--- src/rtl/dca_lsu_store_aw_gen.sv ---
// Store AW generator: issues one AXI write burst plus one write-data transaction record per row.
// DCA_LSU_STORE_BRESP_CHECK_EN enables the sticky B-response error flag.
`default_nettype none

module dca_lsu_store_aw_gen #(
  parameter int BW_AXI_ADDR     = 32,
  parameter int BW_AXI_DATA     = 128,
  parameter int MAX_OUTSTANDING = 4
) (
  input  logic                   clk,
  input  logic                   rst,
  input  logic                   cmd_valid,
  output logic                   cmd_ready,
  input  logic [BW_AXI_ADDR-1:0] cmd_base_addr,
  input  logic [BW_AXI_ADDR-1:0] cmd_row_stride,
  input  logic [15:0]            cmd_num_rows,
  input  logic [7:0]             cmd_len,
  output logic                   awvalid,
  input  logic                   awready,
  output logic [BW_AXI_ADDR-1:0] awaddr,
  output logic [7:0]             awlen,
  output logic [2:0]             awsize,
  output logic [1:0]             awburst,
  output logic                   txn_valid,
  input  logic                   txn_ready,
  output logic [8:0]             txn_info,
  input  logic                   bvalid,
  output logic                   bready,
  input  logic [1:0]             bresp,
  output logic                   busy,
  output logic                   done,
  output logic                   error
);

  localparam int          OUT_W   = $clog2(MAX_OUTSTANDING) + 1;
  localparam logic [2:0]  AW_SIZE = 3'($clog2(BW_AXI_DATA / 8));

  typedef enum logic [1:0] {
    IDLE  = 2'd0,
    ISSUE = 2'd1,
    DRAIN = 2'd2
  } state_t;

  state_t                 state;
  logic [BW_AXI_ADDR-1:0] row_addr;
  logic [BW_AXI_ADDR-1:0] stride;
  logic [15:0]            rows_left;
  logic [7:0]             len;
  logic                   aw_sent;
  logic                   txn_sent;
  logic [OUT_W-1:0]       outstanding;
  logic [OUT_W-1:0]       out_next;

  logic aw_hs;
  logic txn_hs;
  logic b_hs;
  logic last_row;
  logic row_adv;
  logic drain_done;

  // Budget only shrinks on an AW handshake, so awvalid cannot drop once raised.
  assign awvalid   = (state == ISSUE) && !aw_sent && (outstanding < OUT_W'(MAX_OUTSTANDING));
  assign txn_valid = (state == ISSUE) && !txn_sent;
  assign bready    = (outstanding != '0);
  assign cmd_ready = (state == IDLE);
  assign busy      = (state != IDLE);

  assign aw_hs    = awvalid & awready;
  assign txn_hs   = txn_valid & txn_ready;
  assign b_hs     = bvalid & bready;
  assign last_row = (rows_left == 16'd1);
  assign row_adv  = (state == ISSUE) && (aw_sent || aw_hs) && (txn_sent || txn_hs);

  assign awaddr   = row_addr;
  assign awlen    = len;
  assign awsize   = (state == ISSUE) ? AW_SIZE : 3'd0;
  assign awburst  = (state == ISSUE) ? 2'b01 : 2'b00;
  assign txn_info = {last_row, len};

  always_comb begin
    out_next = outstanding;
    if (aw_hs && !b_hs)
      out_next = outstanding + OUT_W'(1);
    else if (b_hs && !aw_hs)
      out_next = outstanding - OUT_W'(1);
  end

  // Counting the B accepted this cycle lets done follow the final response directly.
  assign drain_done = (state == DRAIN) && (out_next == '0);

  always_ff @(posedge clk or posedge rst) begin
    if (rst) begin
      state       <= IDLE;
      row_addr    <= '0;
      stride      <= '0;
      rows_left   <= '0;
      len         <= '0;
      aw_sent     <= 1'b0;
      txn_sent    <= 1'b0;
      outstanding <= '0;
      done        <= 1'b0;
    end else begin
      done        <= 1'b0;
      outstanding <= out_next;
      case (state)
        IDLE: begin
          if (cmd_valid) begin
            row_addr  <= cmd_base_addr;
            stride    <= cmd_row_stride;
            rows_left <= cmd_num_rows;
            len       <= cmd_len;
            aw_sent   <= 1'b0;
            txn_sent  <= 1'b0;
            state     <= (cmd_num_rows != 16'd0) ? ISSUE : DRAIN;
          end
        end
        ISSUE: begin
          if (row_adv) begin
            row_addr  <= row_addr + stride;
            rows_left <= rows_left - 16'd1;
            aw_sent   <= 1'b0;
            txn_sent  <= 1'b0;
            if (last_row)
              state <= DRAIN;
          end else begin
            if (aw_hs)
              aw_sent <= 1'b1;
            if (txn_hs)
              txn_sent <= 1'b1;
          end
        end
        DRAIN: begin
          if (drain_done) begin
            state <= IDLE;
            done  <= 1'b1;
          end
        end
        default: state <= IDLE;
      endcase
    end
  end

`ifdef DCA_LSU_STORE_BRESP_CHECK_EN
  logic error_q;

  // No B can be in flight in IDLE, so acceptance-clear and set never collide.
  always_ff @(posedge clk or posedge rst) begin
    if (rst)
      error_q <= 1'b0;
    else if (state == IDLE && cmd_valid)
      error_q <= 1'b0;
    else if (b_hs && bresp != 2'b00)
      error_q <= 1'b1;
  end

  assign error = error_q;
`else
  logic unused_bresp;
  assign unused_bresp = ^bresp;
  assign error        = 1'b0;
`endif

endmodule

`default_nettype wire
--- config.mk ---
export PLATFORM = sky130hd
export DESIGN_NAME = dca_lsu_store_aw_gen
export DESIGN_NICKNAME = d
export VERILOG_FILES = /design/src/rtl/dca_lsu_store_aw_gen.sv
export SDC_FILE = /design/constraint.sdc
export NUM_CORES = 1
export LEC_CHECK = 0
export BUFFER_PORTS_ARGS = -buffer_cell sky130_fd_sc_hd__buf_4
export CORE_ASPECT_RATIO = 0.7
export CORE_MARGIN = 2
export CORE_UTILIZATION = 45
export DETAILED_ROUTE_END_ITERATION = 6
export PLACE_DENSITY = 0.66
export SYNTH_ARGS = -nofsm -noshare
export SYNTH_HDL_FRONTEND = slang
export SYNTH_SLANG_ARGS = --single-unit
--- constraint.sdc ---
create_clock -name clk -period 8.7 [get_ports clk]
set_input_delay 1.305 -clock clk [delete_from_list [all_inputs] [get_ports clk]]
set_output_delay 1.305 -clock clk [all_outputs]
set_load 0.02 [all_outputs]
==> qor.yml <==
floorplanning:
  core_region_area_um2: 13300
  die-area_um2: 14700
  start_util_pct: 46.5
  die_h_um: 102
  die_w_um: 144
  core.rowCount: 35
  ioPinCount: 157
critical_path:
  start_kind: "register"
  critPathMaxFanout: 5
  cp-end-kind: "output pin"
  timing.critical_path.required_ns: 7.39
  path_class: "register to output pin"
  worst-endpoint-arrival_ns: 2.52
clocking:
  numCtsBuffers: 9
  tritoncts_clock_tree: "done"
  worst_setup_hold_path_clk_slew_ns: 0.06
  post_cts.resized_instances: 0
  clock_path_buffers: 2
  root_buffer: "clkbuf_16"
  holdBufCountCts: 0
  htreeDepth: 3
  cts.sinks: 96
  worst_skew_pair.late_latency_ns: 0.34
  postCtsSetupRepairBufs: 0
synth:
  post_synth_main_area_contributors: "dfrtp_1 39%, mux2_2 7.5%, ha_1 7.3%"
  yosysUniqueCellTypes: 67
  postSynthCellCount: 677
  async_reset_ff_share_pct: 100
  synth_largest_type_area_fraction_pct: 39.0
  yosysMostFrequentCell: "dfrtp_1"
  ys.warnings.count: 0
  ys_dominant_reg_cell: "dfrtp_1"
  postSynthAreaPerCell_um2: 9.11
  synth_seq_area_share_pct: 39.0
  yosys-top-cells-count: "96 x dfrtp_1, 70 x a21oi_1, 61 x nand2_1"
  yosys.area.top_type: "dfrtp_1"
  syn-cell-area_um2: 6170
  number_of_enable_flip_flop_cells_after_synthesis: 0
  synth-seq-cells: 96
power:
  power.leakage_nw: 3.53
  ir_drop_v: 0.000181
  p_per_area_nw_per_um2: 462
drt:
  detail_route.drc_violations: 0
  number_of_search_and_repair_iterations_in_the_first_detailed_routing_pass: 5
  detailroute.via_count: 5480
  detail_route.wl_per_cell_um: 16.3
  drt-vias-per-instance: 5.53
  drt_iter0_drc: 310
  antenna_left: 0
  wirelength_um: 16100
timing:
  timing.hold.ws_ns: 0.487
  slew_violations: 0
  finalSetupViolations: 0
  timing.final.crit_share_pct: 43.9
  grt_setup_unrepaired: "false"
  finalWorstSetupSlack_ns: 4.88
  final_hold_viol_count: 0
  worstMarginPinSlew_ns: 1.01
  worst_clock_skew_ns: 0.00627
  final_period_minus_worst_setup_slack_ns: 3.82
  totalNegativeSetupSlack_ns: 0
  max_clock_freq_ghz: 0.262
  slew-limit-headroom_pct: 32.4
placed_design:
  dp_hpwl_um: 11400
  gp_routability_congestion: 0.886
  pre_cts_slack_ns: 5.10
  port-buffer-count: 150
status:
  run_status: "complete, no violations"
finish:
  antenna_cells: 0
  layout_cell_share_with_drive_strength_beyond_1_pct: 28.7
  synthToLayoutAreaGrowth_pct: 23.8
  num-nets-final: 935
global_routing:
  overflow_left_after_global_routing: 0
  vias_in_the_first_global_route: 5146
  grt_first_pass_wirelength_um: 25800
  grt_util_all_layers_pct: 22.2
  grt_start_max_net_pins: 79
  number_of_antenna_violations_at_the_first_check_in_global_routing: 0
run:
  max_cap_viols: 0
worst_hold_path:
  type_of_the_worst_min_delay_path: "register to register"
==> path summary, 6_finish.rpt <==
check                              start            end  slack (ns)  depth (start not counted)
max in group asynchronous            rst     awaddr[13]        6.52                          3
setup / recovery            rows_left[9]    txn_info[8]        4.88                          7
setup reg to reg               awaddr[0]     awaddr[26]        5.32                         11
min in group asynchronous            rst     stride[30]        0.90                          2
hold / removal             rows_left[12]  rows_left[12]        0.49                          2
hold reg to reg            rows_left[12]  rows_left[12]        0.49                          2
==> kinds of logic (layout without fill, tap and decap cells) <==
group	Yosys count	after routing	share of synthesized area, %
other	1	4	0.0608
DFF	96	96	39.0
xor gates and xnor gates	24	24	3.41
adders and majority gates	37	37	7.63
buffers and inverters	64	190	4.79
muxes	46	46	8.30
and+or+nand+nor	202	202	15.5
AOI/OAI and AO/OA	207	207	21.3
==> cell type report <==
class,count,area [um2]
Inverter,18,70.1
Timing Repair Buffer,157,1180
Sequential cell,96,2400
Tap cell,185,231
Multi-Input combinational cell,520,3490
Clock inverter,5,35.0
Fill cell,1187,5630
Clock buffer,10,229
==> placed cells by master (no fill, tap or decap), types with 3 or more instances in the layout <==
cell	n
o21ai_1	7
a21o_1	15
a211oi_1	8
a31oi_1	10
and2_1	4
a21oi_1	70
ha_1	36
nand2b_1	4
nor2b_1	5
o21a_1	5
clkbuf_16	9
dfrtp_1	96
o21ai_0	50
xnor2_1	14
inv_1	16
nor4_1	7
xor2_1	10
buf_4	157
mux2i_1	5
o21bai_1	5
nor3_1	20
nor2_1	56
nand3_1	18
nand2_1	61
and3_1	10
mux2_2	41
a22oi_1	5
conb_1	4
o31ai_1	3
o211ai_1	4
==> state kept, by name, indices dropped and copies added, names as in the netlist <==
register and count:
outstanding 3, stride 32, aw_sent 1, awaddr 32, rows_left 16, awlen 8
txn_sent 1, state 2, done 1
==> layer usage <==
metal	routed length [um]	share of wire (%)	vias to the layer above	GRT usage, %
li1	-	-	2679	-
met3	957	5.9	19	4.40
met5	0	0	-	0
met4	201	1.2	0	6.11
met1	7980	49	2594	32.9
met2	6990	43	188	33.3
==> per-stage QoR <==
stage	utilization (%)	instances	cell area, um2	power (mW)
finish	57.5	991	7630	3.53
global route	57.5	991	7630	3.84
CTS	57.5	991	7630	3.53
detailed placement	55.5	976	7370	3.14
global placement	55.5	976	7370	3.08
floorplan	-	680	6180	2.55
==> where the power goes <==
part           internal (mW)  switching (mW)
logic                  0.974            1.32
registers              0.672           0.195
clock network          0.193           0.176
total                   1.84            1.69
==> worst max-delay path, cell delays in order, from the launching register on <==
cell and delay [ns]:
dfrtp_1 0.41, nor3_1 0.38, nand2b_1 0.13, or2_2 0.33, nor3_1 0.40, nand4b_1 0.27, inv_1 0.11, buf_4 0.14
No activity file was read; power rests on OpenSTA's default activity.
